[src/rtl/decode_pkg.sv]
// ---------------------------------------------------------------------------
// decode_pkg
//
// Shared definitions for the RV32 decode stage: major opcodes, the
// funct3/funct7 values of the supported operations, the immediate-format
// enum and the decoded_t record produced by one lane decoder.
//
// Supported subset:
//   OP      (0110011) : ADD, SUB, XOR, SRA
//   OP-IMM  (0010011) : ADDI, ANDI
//   LOAD    (0000011) : LW
//   STORE   (0100011) : SW
// ---------------------------------------------------------------------------
package decode_pkg;

    // RV32 encodings are always 32 bits wide, independent of the datapath
    // width chosen for the pipe.
    localparam int INSTR_W = 32;

    // Major opcodes
    localparam logic [6:0] OPC_OP     = 7'b0110011;
    localparam logic [6:0] OPC_OP_IMM = 7'b0010011;
    localparam logic [6:0] OPC_LOAD   = 7'b0000011;
    localparam logic [6:0] OPC_STORE  = 7'b0100011;

    // funct3 values
    localparam logic [2:0] F3_ADD_SUB = 3'b000;
    localparam logic [2:0] F3_XOR     = 3'b100;
    localparam logic [2:0] F3_SRA     = 3'b101;
    localparam logic [2:0] F3_ADDI    = 3'b000;
    localparam logic [2:0] F3_ANDI    = 3'b111;
    localparam logic [2:0] F3_LW      = 3'b010;
    localparam logic [2:0] F3_SW      = 3'b010;

    // funct7 values: BASE for ADD/XOR, ALT for SUB/SRA
    localparam logic [6:0] F7_BASE    = 7'b0000000;
    localparam logic [6:0] F7_ALT     = 7'b0100000;

    // Immediate format of a legal instruction; FMT_NONE marks an illegal one.
    typedef enum logic [1:0] {
        FMT_NONE = 2'd0,
        FMT_R    = 2'd1,
        FMT_I    = 2'd2,
        FMT_S    = 2'd3
    } imm_fmt_e;

    // Result of decoding one instruction.
    typedef struct packed {
        logic [6:0]         opcode;
        logic [2:0]         funct3;
        logic [6:0]         funct7;
        logic [4:0]         rs1;
        logic [4:0]         rs2;
        logic [4:0]         rd;
        logic [INSTR_W-1:0] imm;
        logic               use_rs1;
        logic               use_rs2;
        logic               wr_rd;
        logic               illegal;
    } decoded_t;

    // Sign-extend a 12-bit immediate to the instruction width.
    function automatic logic [INSTR_W-1:0] sext12(input logic [11:0] v);
        return {{(INSTR_W-12){v[11]}}, v};
    endfunction

endpackage

[src/rtl/decode_lane.sv]
// ---------------------------------------------------------------------------
// decode_lane
//
// Purely combinational decoder for a single RV32 instruction.
//
// Ports:
//   instr  in   32-bit raw instruction
//   dec    out  decoded_t: fields, sign-extended immediate, operand usage,
//               destination write flag and illegal flag
//
// Register fields are always extracted from their fixed bit positions, even
// for illegal encodings, so downstream debug logic can still see them.
// ---------------------------------------------------------------------------
module decode_lane
    import decode_pkg::*;
(
    input  logic [INSTR_W-1:0] instr,
    output decoded_t           dec
);

    logic [6:0] opcode;
    logic [2:0] funct3;
    logic [6:0] funct7;
    logic [4:0] rd;
    imm_fmt_e   fmt;

    assign opcode = instr[6:0];
    assign funct3 = instr[14:12];
    assign funct7 = instr[31:25];
    assign rd     = instr[11:7];

    // Classify the encoding. Anything not explicitly listed stays FMT_NONE
    // and is therefore reported as illegal.
    always_comb begin
        fmt = FMT_NONE;
        case (opcode)
            OPC_OP: begin
                if ((funct3 == F3_ADD_SUB && (funct7 == F7_BASE || funct7 == F7_ALT)) ||
                    (funct3 == F3_XOR     &&  funct7 == F7_BASE) ||
                    (funct3 == F3_SRA     &&  funct7 == F7_ALT)) begin
                    fmt = FMT_R;
                end
            end
            OPC_OP_IMM: begin
                if (funct3 == F3_ADDI || funct3 == F3_ANDI) begin
                    fmt = FMT_I;
                end
            end
            OPC_LOAD: begin
                if (funct3 == F3_LW) begin
                    fmt = FMT_I;
                end
            end
            OPC_STORE: begin
                if (funct3 == F3_SW) begin
                    fmt = FMT_S;
                end
            end
            default: fmt = FMT_NONE;
        endcase
    end

    // Build the decoded record. Raw fields are always passed through; the
    // immediate and usage flags depend on the format, and an illegal
    // encoding keeps them all at zero so rename never allocates for it.
    always_comb begin
        dec         = '0;
        dec.opcode  = opcode;
        dec.funct3  = funct3;
        dec.funct7  = funct7;
        dec.rs1     = instr[19:15];
        dec.rs2     = instr[24:20];
        dec.rd      = rd;
        case (fmt)
            FMT_R: begin
                dec.use_rs1 = 1'b1;
                dec.use_rs2 = 1'b1;
                dec.wr_rd   = (rd != 5'd0);
            end
            FMT_I: begin
                dec.use_rs1 = 1'b1;
                dec.wr_rd   = (rd != 5'd0);
                dec.imm     = sext12(instr[31:20]);
            end
            FMT_S: begin
                dec.use_rs1 = 1'b1;
                dec.use_rs2 = 1'b1;
                dec.imm     = sext12({instr[31:25], instr[11:7]});
            end
            default: begin
                dec.illegal = 1'b1;
            end
        endcase
    end

endmodule

[src/rtl/decode_pipe.sv]
// ---------------------------------------------------------------------------
// decode_pipe
//
// Registered N-wide decode stage between fetch and rename/dispatch.
//
// Parameters:
//   N      lanes per bundle (1..4)
//   XLEN   instruction / immediate / PC width (>= 32)
//   SEQ_W  sequence number width
//
// Ports:
//   clk, rst_n       clock (rising edge), synchronous active-low reset
//   flush            drop the held bundle and the one offered this cycle
//   in_valid[N]      per-lane instruction present
//   in_instr, in_pc  lane i at [i*XLEN +: XLEN]
//   in_ready         stage can take a bundle this cycle
//   out_valid        registered bundle present
//   out_lane_valid   per-lane valid of the registered bundle
//   out_ready        consumer takes the bundle this cycle
//   out_opcode/funct3/funct7/rs1/rs2/rd/imm   decoded fields per lane
//   out_use_rs1/use_rs2/wr_rd/illegal         usage and legality per lane
//   out_pc, out_seq  passthrough PC and wrapping sequence number per lane
//
// A bundle accepted on edge k is visible right after edge k. The output
// register holds under back-pressure; a consume and a new accept on the
// same edge simply overwrite it, so back-to-back flow has no bubbles.
// ---------------------------------------------------------------------------
module decode_pipe
    import decode_pkg::*;
#(
    parameter int N     = 2,
    parameter int XLEN  = 32,
    parameter int SEQ_W = 6
) (
    input  logic                 clk,
    input  logic                 rst_n,
    input  logic                 flush,
    input  logic [N-1:0]         in_valid,
    input  logic [N*XLEN-1:0]    in_instr,
    input  logic [N*XLEN-1:0]    in_pc,
    output logic                 in_ready,
    output logic                 out_valid,
    output logic [N-1:0]         out_lane_valid,
    input  logic                 out_ready,
    output logic [N*7-1:0]       out_opcode,
    output logic [N*3-1:0]       out_funct3,
    output logic [N*7-1:0]       out_funct7,
    output logic [N*5-1:0]       out_rs1,
    output logic [N*5-1:0]       out_rs2,
    output logic [N*5-1:0]       out_rd,
    output logic [N*XLEN-1:0]    out_imm,
    output logic [N-1:0]         out_use_rs1,
    output logic [N-1:0]         out_use_rs2,
    output logic [N-1:0]         out_wr_rd,
    output logic [N-1:0]         out_illegal,
    output logic [N*XLEN-1:0]    out_pc,
    output logic [N*SEQ_W-1:0]   out_seq
);

    decoded_t            lane_dec [N];
    logic [SEQ_W-1:0]    seq_ctr;
    logic [SEQ_W-1:0]    seq_sum;
    logic                accept;

    logic [N-1:0]        nxt_lane_valid;
    logic [N*7-1:0]      nxt_opcode;
    logic [N*3-1:0]      nxt_funct3;
    logic [N*7-1:0]      nxt_funct7;
    logic [N*5-1:0]      nxt_rs1;
    logic [N*5-1:0]      nxt_rs2;
    logic [N*5-1:0]      nxt_rd;
    logic [N*XLEN-1:0]   nxt_imm;
    logic [N-1:0]        nxt_use_rs1;
    logic [N-1:0]        nxt_use_rs2;
    logic [N-1:0]        nxt_wr_rd;
    logic [N-1:0]        nxt_illegal;
    logic [N*XLEN-1:0]   nxt_pc;
    logic [N*SEQ_W-1:0]  nxt_seq;

    // One combinational decoder per lane; only the low 32 bits of each
    // lane slot carry the instruction encoding.
    for (genvar g = 0; g < N; g++) begin : g_lane
        decode_lane u_lane (
            .instr (in_instr[g*XLEN +: INSTR_W]),
            .dec   (lane_dec[g])
        );
    end

    // The register can be refilled whenever it is empty or being drained
    // this cycle. An empty bundle is never taken, and flush blocks loading.
    assign in_ready = !out_valid || out_ready;
    assign accept   = (|in_valid) && in_ready && !flush;

    // Assemble the next register contents. Invalid lanes are forced to all
    // zero. Sequence numbers come from a running count of valid lanes below
    // each lane, so gaps in in_valid do not consume numbers; the final
    // count is the counter advance. SEQ_W-bit arithmetic gives the wrap.
    always_comb begin
        logic [SEQ_W-1:0] cnt;
        cnt            = '0;
        nxt_lane_valid = '0;
        nxt_opcode     = '0;
        nxt_funct3     = '0;
        nxt_funct7     = '0;
        nxt_rs1        = '0;
        nxt_rs2        = '0;
        nxt_rd         = '0;
        nxt_imm        = '0;
        nxt_use_rs1    = '0;
        nxt_use_rs2    = '0;
        nxt_wr_rd      = '0;
        nxt_illegal    = '0;
        nxt_pc         = '0;
        nxt_seq        = '0;
        for (int i = 0; i < N; i++) begin
            if (in_valid[i]) begin
                nxt_lane_valid[i]            = 1'b1;
                nxt_opcode[i*7 +: 7]         = lane_dec[i].opcode;
                nxt_funct3[i*3 +: 3]         = lane_dec[i].funct3;
                nxt_funct7[i*7 +: 7]         = lane_dec[i].funct7;
                nxt_rs1[i*5 +: 5]            = lane_dec[i].rs1;
                nxt_rs2[i*5 +: 5]            = lane_dec[i].rs2;
                nxt_rd[i*5 +: 5]             = lane_dec[i].rd;
                nxt_imm[i*XLEN +: XLEN]      = XLEN'(signed'(lane_dec[i].imm));
                nxt_use_rs1[i]               = lane_dec[i].use_rs1;
                nxt_use_rs2[i]               = lane_dec[i].use_rs2;
                nxt_wr_rd[i]                 = lane_dec[i].wr_rd;
                nxt_illegal[i]               = lane_dec[i].illegal;
                nxt_pc[i*XLEN +: XLEN]       = in_pc[i*XLEN +: XLEN];
                nxt_seq[i*SEQ_W +: SEQ_W]    = seq_ctr + cnt;
                cnt                          = cnt + SEQ_W'(1);
            end
        end
        seq_sum = cnt;
    end

    // Pipeline register and sequence counter. Priority is reset, then
    // flush (which wins over any accept or handshake and leaves the counter
    // alone), then loading a new bundle, then draining to empty. Data
    // fields are left untouched on flush/drain; only the valids drop.
    always_ff @(posedge clk) begin
        if (!rst_n) begin
            out_valid      <= 1'b0;
            out_lane_valid <= '0;
            out_opcode     <= '0;
            out_funct3     <= '0;
            out_funct7     <= '0;
            out_rs1        <= '0;
            out_rs2        <= '0;
            out_rd         <= '0;
            out_imm        <= '0;
            out_use_rs1    <= '0;
            out_use_rs2    <= '0;
            out_wr_rd      <= '0;
            out_illegal    <= '0;
            out_pc         <= '0;
            out_seq        <= '0;
            seq_ctr        <= '0;
        end else if (flush) begin
            out_valid      <= 1'b0;
            out_lane_valid <= '0;
        end else if (accept) begin
            out_valid      <= 1'b1;
            out_lane_valid <= nxt_lane_valid;
            out_opcode     <= nxt_opcode;
            out_funct3     <= nxt_funct3;
            out_funct7     <= nxt_funct7;
            out_rs1        <= nxt_rs1;
            out_rs2        <= nxt_rs2;
            out_rd         <= nxt_rd;
            out_imm        <= nxt_imm;
            out_use_rs1    <= nxt_use_rs1;
            out_use_rs2    <= nxt_use_rs2;
            out_wr_rd      <= nxt_wr_rd;
            out_illegal    <= nxt_illegal;
            out_pc         <= nxt_pc;
            out_seq        <= nxt_seq;
            seq_ctr        <= seq_ctr + seq_sum;
        end else if (out_ready) begin
            out_valid      <= 1'b0;
            out_lane_valid <= '0;
        end
    end

endmodule

[config.mk]
export PLATFORM = sky130hd
export DESIGN_NAME = decode_pipe
export DESIGN_NICKNAME = d
export VERILOG_FILES = /design/src/rtl/decode_pkg.sv /design/src/rtl/decode_lane.sv /design/src/rtl/decode_pipe.sv
export SDC_FILE = /design/constraint.sdc
export NUM_CORES = 1
export LEC_CHECK = 0
export ABC_AREA = 1
export CAP_MARGIN = 20
export CORE_AREA = 2 2 136 138
export CTS_BUF_LIST = sky130_fd_sc_hd__clkbuf_16
export DETAILED_ROUTE_END_ITERATION = 7
export DIE_AREA = 0 0 138 140
export PLACE_DENSITY = 0.88
export SLEW_MARGIN = 15
export SYNTH_ARGS = -nofsm -noshare
export SYNTH_HDL_FRONTEND = slang
export SYNTH_SLANG_ARGS = --single-unit
[constraint.sdc]
create_clock -name clk -period 6.7 [get_ports clk]
set_clock_uncertainty 0.2 [all_clocks]
set_input_delay 2.01 -clock clk [delete_from_list [all_inputs] [get_ports clk]]
set_output_delay 2.01 -clock clk [all_outputs]
set_load 0.01 [all_outputs]
### After elaboration in Yosys (flattened, before gate mapping)

Index checks and enable logic that the tools add are counted.

* add/sub/neg operators: 3
* equal/unequal tests: 24
* mux-type cells: 54
* bitwise gates (word level): 2
* reduce and logical (&&, ||, !) cells: 35

Operators with widths (number)
* 32-bit 2-to-1 mux: 4
* 32-bit one-hot mux with 2 select lines: 2
* 7-bit by 6-bit equality test with 1-bit output, second input constant: 6
* 5-bit 2-to-1 mux: 6
* 7-bit 2-to-1 mux: 4
* 1-bit 2-to-1 mux: 23
* 3-bit equality test, second input constant: 6
* 6-bit 2-to-1 mux: 3
* 2-bit 2-to-1 mux: 8
* 2-bit one-hot mux with 4 select lines: 2
* 7-bit by 2-bit equality test with 1-bit output, second input constant: 2
* 7-bit by 5-bit equality test with 1-bit output, second input constant: 2
* 7-bit zero test: 2
* 6-bit adder: 2
* 2-bit OR reduction: 6
* 5-bit nonzero test: 2
* 1-bit logical OR: 9
* 2-bit equality test, second input constant: 4
* 1-bit logical AND: 8
* 6-bit by 1-bit adder with 6-bit output, second input constant: 1
* 3-bit by 2-bit equality test with 1-bit output, second input constant: 2
* 3-bit zero test: 2
* 3-bit 2-to-1 mux: 2
* 3-bit OR reduction: 2
* other kinds (5): 8

* register bits after elaboration: 221
* bits of input ports: 134
* output and inout port bits: 216
* logic and storage cells: 134

### Longest topological paths before layout

Gate-level depths: netlist of run 1.

* depth in word-level cells: 11
* mapped depth: 13
* mapped depth without buffers: 12

### Modules after synthesis

A second synthesis of run 1 with hierarchy kept.

* cell total of the unflattened synthesis: 1249
* area total of the unflattened synthesis: 9298.9 µm²

Modules (own cells, without submodules)
* decode_pipe: times used 1, cells an instance 997, area an instance 7837.5 µm², sequential area each 4424.2 µm²
* decode_lane: times used 2, cells an instance 126, area an instance 730.7 µm², sequential area each 0.0 µm²

### Worst setup path after synthesis of run 1

Ideal clock, no wire load.

* path type: input to output
* start point: input port out_ready
* end point: output port in_ready
* arrival time: 2.143 ns
* data required time: 4.490 ns
* slack: 2.347 ns
* cell stages on the path: 2
* path buffers: 0
* path through: inv_2 > nand2_2

* longest elaborated chain between the ends: 1

Ends and longest elaborated chain
* start: declaration: RTL line decode_pipe.sv:44 `input logic out_ready,`
* 1-bit logical OR: RTL line decode_pipe.sv:91 `assign in_ready = !out_valid || out_ready;`
* end: declaration: RTL line decode_pipe.sv:41 `output logic in_ready,`

Every way passes these cells.

### Worst setup path in the final report of run 1

Same ends and word-level chain as after synthesis.

==> impl_metrics.env, run 1 <==
export IMPL_htree_levels=4
export IMPL_final_common_cell="clkdlybuf4s50_1"
export IMPL_numCtsBuffers=17
export IMPL_yosysSeqAreaShare_pct=50.0
export IMPL_overflow=0
export IMPL_final_layout_size_suffix_gt1_share_pct=3.34
export IMPL_required_ps=4490
export IMPL_end_kind="primary output"
export IMPL_fill_cells=1509
export IMPL_first_iter_violations=382
export IMPL_synth_seq_cells=181
export IMPL_clk_insertion_delay_late_ps=430
export IMPL_yosys_warnings=0
export IMPL_max_stage_delay_ps=570
export IMPL_ir_drop_mv=0.165
export IMPL_ioPinCount=350
export IMPL_cts_tree="done"
export IMPL_cts_buffer_depth=2
export IMPL_r2r_setup_slack_ps=4020
export IMPL_syn_area_per_cell_um2=7.72
export IMPL_drv_slew=0
export IMPL_worst_pin_slew_ps=896
export IMPL_wl_per_cell_um=16.0
export IMPL_diodes=0
export IMPL_max_cap_violations=0
export IMPL_ys_types=31
export IMPL_port_buffers=349
export IMPL_detail_route_antenna_nets=0
export IMPL_internal_power_uw=1770
export IMPL_hold_class="reg -> reg"
export IMPL_arrival_ps=3220
export IMPL_core_um2=17800
export IMPL_dp_hpwl_um=16600
export IMPL_async_flop_share_pct=0
export IMPL_crit_path_max_fanout=3
export IMPL_combPwrFrac_pct=12.9
export IMPL_rr_worst_depth=6
export IMPL_worstHoldPathCells=2
export IMPL_seq_power_share_pct=47.6
export IMPL_track_usage_pct=23.0
export IMPL_hold_slack_ps=262
export IMPL_worstSetupPathType="in -> out"
export IMPL_pwr_density_cell_nw_per_um2=214
export IMPL_rsz0062_at_grt="no"
export IMPL_die_area_um2=19300
export IMPL_fin_setup_tns_ps=0
export IMPL_min_period_ps=5430
export IMPL_syn_num_nets=1086
export IMPL_leakagePower_uw=0.00393
export IMPL_period_share_pct=81.1
export IMPL_cts_resized=0
export IMPL_antenna_found_initial=1
export IMPL_finalSetupViolations=0
export IMPL_fp_dieW_um=138
export IMPL_grt_max_degree=98
export IMPL_max_freq_mhz=184
export IMPL_drt_total_wl_um=23200
export IMPL_start_util_pct=40.8
export IMPL_switchingPower_uw=597
export IMPL_gp_congestion=0.845
export IMPL_nets=1360
export IMPL_critical_path_cell_chain="clkdlybuf4s50_1 > inv_2 > nand2_2 > clkdlybuf4s50_1"
export IMPL_num_vias=7368
export IMPL_startpoint_type="input pin"
export IMPL_final_cell_mix="clkdlybuf4s50_1, nand2_1, dfxtp_1, a21oi_1, nor2_1"
export IMPL_drc=0
export IMPL_drt_pass1_iterations=5
export IMPL_synth_enable_flop_cells=0
export IMPL_rows=49
export IMPL_clock_sinks=181
export IMPL_sw_frac_of_total_pct=25.2
export IMPL_clkTransAtPathRegs_ps=60
export IMPL_grt_pass1_wl_um=36000
export IMPL_syn_area_um2=7250
export IMPL_cts_root_buf="clkbuf_16"
export IMPL_syn_to_final_growth_pct=52.3
export IMPL_vias_per_cell=5.06
export IMPL_cpMaxStageDelayCell="clkdlybuf4s50_1"
export IMPL_ys_flop_type="dfxtp_1"
export IMPL_die_h_um=140
export IMPL_ctsHoldBuffers=0
export IMPL_relSlewSlack_pct=40.3
export IMPL_p_clk_share_pct=39.5
export IMPL_hold_violations=0
export IMPL_path_common_cell="clkdlybuf4s50_1"
export IMPL_cts_setup_buffers=0
export IMPL_run_status="finished, final reports clean"
export IMPL_syn_inst=939
export IMPL_first_global_vias=6853
[worst max-delay path: cells and delay by family]
kind                   cells  cell delay [ps]
AND/OR/NAND/NOR            1              130
buffers and inverters      3             1090
[power by group through the flow]
stage	sequential, µW	combinational [µW]	clock (µW)
2_1_floorplan	1170	109	0
3_3_place_gp	1150	300	0
3_5_place_dp	1150	304	0
4_1_cts	1130	306	957
5_1_grt	1130	329	996
6_report	1130	305	935
[cells by family (layout without fill, tap and decap cells)]
| group | after synthesis | in the layout | synth area share [%] |
|---|---|---|---|
| flip-flops | 181 | 181 | 50.0 |
| AND/OR/NAND/NOR | 429 | 429 | 23.9 |
| buffers and inverters | 124 | 411 | 9.42 |
| adder cells (fa/ha/maj) | 13 | 13 | 2.35 |
| AO/OA/AOI/OAI | 189 | 189 | 14.0 |
| XOR/XNOR | 3 | 3 | 0.362 |
[layout make-up]
| type | count | area [µm²] | share of cell area [%] |
|---|---|---|---|
| clock buffer | 17 | 425 | 3.85 |
| clock inverter | 15 | 115 | 1.04 |
| inverter | 25 | 96.3 | 0.872 |
| multi-input combinational | 634 | 2960 | 26.8 |
| sequential | 181 | 3620 | 32.8 |
| tap | 229 | 287 | 2.59 |
| timing repair buffer | 354 | 3540 | 32.1 |
[through the flow]
stage,instance area [µm²],std cells,setup WS [ps],power (µW),utilization [%]
3_3_place_gp,10500,1423,1270,1450,59.1
5_1_grt,11000,1455,1230,2460,62.1
3_5_place_dp,10500,1423,1270,1460,59.1
4_1_cts,11000,1455,1270,2390,62.1
2_1_floorplan,7250,939,2350,1270,-
6_report,11000,1455,1270,2370,62.1
[path summary, 6_finish.rpt]
check / from / endpoint
worst min-delay path: out_rs1[3] / out_rs1[3]
worst min register to register: out_rs1[3] / out_rs1[3]
worst max register to register: out_valid / out_pc[14]
worst max-delay path: out_ready / in_ready
[routing by layer]
layer / GRT usage, % / vias up / wire length, µm
met4: 8.54 / 0 / 634
met2: 40.3 / 322 / 11600
met1: 26.4 / 3429 / 8980
met5: 0 / - / 0
met3: 7.18 / 49 / 1990
li1: - / 3568 / -
[cell usage after synthesis (2+ instances only)]
master	count	area, µm²
nand2_1	324	1220
a21oi_1	155	776
a32oi_1	14	123
nor4_1	2	12.5
inv_1	24	90.1
dfxtp_1	181	3620
xor2_1	3	26.3
nor3_1	4	20.0
o21ai_0	7	35.0
ha_1	12	150
o21bai_1	2	15.0
nor2_1	44	165
nand3_1	41	205
clkbuf_1	23	86.3
nand4_1	3	18.8
or2_0	2	12.5
or2_2	3	18.8
a31oi_1	10	62.6
buf_4	47	353
buf_2	27	135
[flip-flops by register name, indices dropped and copies added (netlist names)]
signal and cells:
out_imm 24, out_funct7 14, out_rs2 10, out_use_rs1 2, out_opcode 14, out_valid 1
out_funct3 6, out_lane_valid 2, out_illegal 2, out_seq 12, out_rs1 10, out_use_rs2 2
out_rd 10, seq_ctr 6, out_pc 64, out_wr_rd 2
(Power assumes the default switching activity.)
==> inputs of run 2 (changes only) <==
--- a/config.mk
+++ b/config.mk
@@ -7,11 +7,11 @@
 export LEC_CHECK = 0
 export ABC_AREA = 1
 export CAP_MARGIN = 20
-export CORE_AREA = 2 2 136 138
+export CORE_MARGIN = 2
+export CORE_UTILIZATION = 41
 export CTS_BUF_LIST = sky130_fd_sc_hd__clkbuf_16
 export DETAILED_ROUTE_END_ITERATION = 7
-export DIE_AREA = 0 0 138 140
-export PLACE_DENSITY = 0.88
+export PLACE_DENSITY = 0.89
 export SLEW_MARGIN = 15
 export SYNTH_ARGS = -nofsm -noshare
 export SYNTH_HDL_FRONTEND = slang
==> constraint.sdc (replaced) <==
create_clock -name clk -period 5.39 [get_ports clk]
set_clock_uncertainty 0.2 [all_clocks]
set_input_delay 1.617 -clock clk [delete_from_list [all_inputs] [get_ports clk]]
set_output_delay 1.617 -clock clk [all_outputs]
set_load 0.01 [all_outputs]
==> impl_metrics.env, run 2 (synthesized netlist as in run 1, its figures left out) <==
export IMPL_drt_pass1_iterations=5
export IMPL_rsz0062_at_grt="no"
export IMPL_vias_per_cell=4.98
export IMPL_final_layout_size_suffix_gt1_share_pct=3.75
export IMPL_run_status="finished, final reports clean"
export IMPL_first_global_vias=6570
export IMPL_worstHoldPathCells=2
export IMPL_rows=48
export IMPL_drc=0
export IMPL_clock_sinks=181
export IMPL_cts_root_buf="clkbuf_16"
export IMPL_cts_tree="done"
export IMPL_critical_path_cell_chain="clkdlybuf4s50_1 > inv_2 > nand2_2 > clkdlybuf4s50_1"
export IMPL_crit_path_max_fanout=3
export IMPL_wl_per_cell_um=15.7
export IMPL_top_register="out_pc"
export IMPL_clkTransAtPathRegs_ps=70
export IMPL_ir_drop_mv=0.208
export IMPL_pwr_density_cell_nw_per_um2=279
export IMPL_largest_reg_flops=64
export IMPL_sw_frac_of_total_pct=24.4
export IMPL_antenna_found_initial=0
export IMPL_final_cell_mix="clkdlybuf4s50_1, nand2_1, dfxtp_1, a21oi_1, nor2_1"
export IMPL_cts_resized=0
export IMPL_switchingPower_uw=759
export IMPL_cts_buffer_depth=2
export IMPL_fin_setup_tns_ps=0
export IMPL_die_area_um2=18800
export IMPL_p_clk_share_pct=42.8
export IMPL_arrival_ps=2820
export IMPL_r2r_start="out_valid"
export IMPL_hold_class="reg -> reg"
export IMPL_max_freq_mhz=216
export IMPL_hold_slack_ps=263
export IMPL_holdPathEnd="out_pc[58]"
export IMPL_grt_pass1_wl_um=33800
export IMPL_path_common_cell="clkdlybuf4s50_1"
export IMPL_worstSetupPathType="in -> out"
export IMPL_nets=1361
export IMPL_syn_to_final_growth_pct=53.9
export IMPL_cpMaxStageDelayCell="clkdlybuf4s50_1"
export IMPL_numCtsBuffers=17
export IMPL_clk_insertion_delay_late_ps=420
export IMPL_hold_path_startpoint="out_pc[58]"
export IMPL_grt_max_degree=99
export IMPL_combPwrFrac_pct=12.2
export IMPL_min_period_ps=4640
export IMPL_r2r_setup_slack_ps=3150
export IMPL_drv_slew=0
export IMPL_core_um2=17300
export IMPL_drt_total_wl_um=22800
export IMPL_top_regs="out_pc x64, out_imm x24"
export IMPL_cts_setup_buffers=0
export IMPL_start_util_pct=41.9
export IMPL_internal_power_uw=2360
export IMPL_worst_pin_slew_ps=609
export IMPL_required_ps=3570
export IMPL_fp_dieW_um=137
export IMPL_ioPinCount=350
export IMPL_ctsHoldBuffers=0
export IMPL_finalSetupViolations=0
export IMPL_num_vias=7238
export IMPL_r2r_end="out_wr_rd[0]"
export IMPL_end_kind="primary output"
export IMPL_max_stage_delay_ps=570
export IMPL_relSlewSlack_pct=59.4
export IMPL_startpoint_type="input pin"
export IMPL_seq_power_share_pct=45.0
export IMPL_port_buffers=349
export IMPL_period_share_pct=86.1
export IMPL_hold_violations=0
export IMPL_overflow=0
export IMPL_final_common_cell="clkdlybuf4s50_1"
export IMPL_dp_hpwl_um=16200
export IMPL_rr_worst_depth=6
export IMPL_first_iter_violations=350
export IMPL_track_usage_pct=22.9
export IMPL_leakagePower_uw=0.00399
export IMPL_max_cap_violations=0
export IMPL_gp_congestion=0.855
export IMPL_diodes=0
export IMPL_die_h_um=137
export IMPL_htree_levels=4
export IMPL_detail_route_antenna_nets=0
-- run 2: worst max-delay path, delay by kind of cell --
| family | cells | cell delay (ps) |
|---|---|---|
| buf+inv | 3 | 1090 |
| simple gates | 1 | 120 |
-- run 2: final cells by class --
| class | instances | area (µm²) |
|---|---|---|
| fillers | 1422 | 6130 |
| flip-flops and latches | 181 | 3620 |
| repair buffers | 355 | 3580 |
| multi-input cells | 634 | 2960 |
| clock buffers | 17 | 425 |
| well taps | 225 | 282 |
| clock inverters | 15 | 204 |
| inverters | 25 | 96.3 |
-- run 2: worst max-delay path by stage --
stage / from / end / slack [ps] / cells past startpoint
after floorplan: out_ready / in_ready / 1820 / 2
after detailed placement: out_ready / in_ready / 760 / 4
after CTS: out_ready / in_ready / 750 / 4
after global placement: out_ready / in_ready / 750 / 4
after global routing: out_ready / in_ready / 690 / 4
final: out_ready / in_ready / 750 / 4
-- run 2: through the flow --
| stage | util [%] | total power, µW | instance area, µm² | cells | worst slack [ps] |
|---|---|---|---|---|---|
| 6_report | 64.5 | 3110 | 11200 | 1452 | 750 |
| 5_1_grt | 64.5 | 3220 | 11200 | 1452 | 686 |
| 4_1_cts | 64.5 | 3140 | 11200 | 1452 | 751 |
| 3_5_place_dp | 60.9 | 1810 | 10500 | 1420 | 757 |
| 3_3_place_gp | 60.9 | 1800 | 10500 | 1420 | 747 |
| 2_1_floorplan | - | 1580 | 7250 | 939 | 1820 |
-- run 2: power by group through the flow --
stage               registers (µW)  logic, µW  clock network, µW
floorplan                     1450        136                  0
global placement              1430        374                  0
detailed placement            1430        380                  0
CTS                           1400        382               1360
global route                  1410        411               1410
finish                        1400        380               1330
-- run 2: metal layers --
metal	part of all wire, %	up-vias	track usage [%]
met4	3.3	0	9.79
met1	39	3348	26.3
met2	49	295	39.3
met5	0	-	0
met3	8.0	39	6.81
li1	-	3556	-
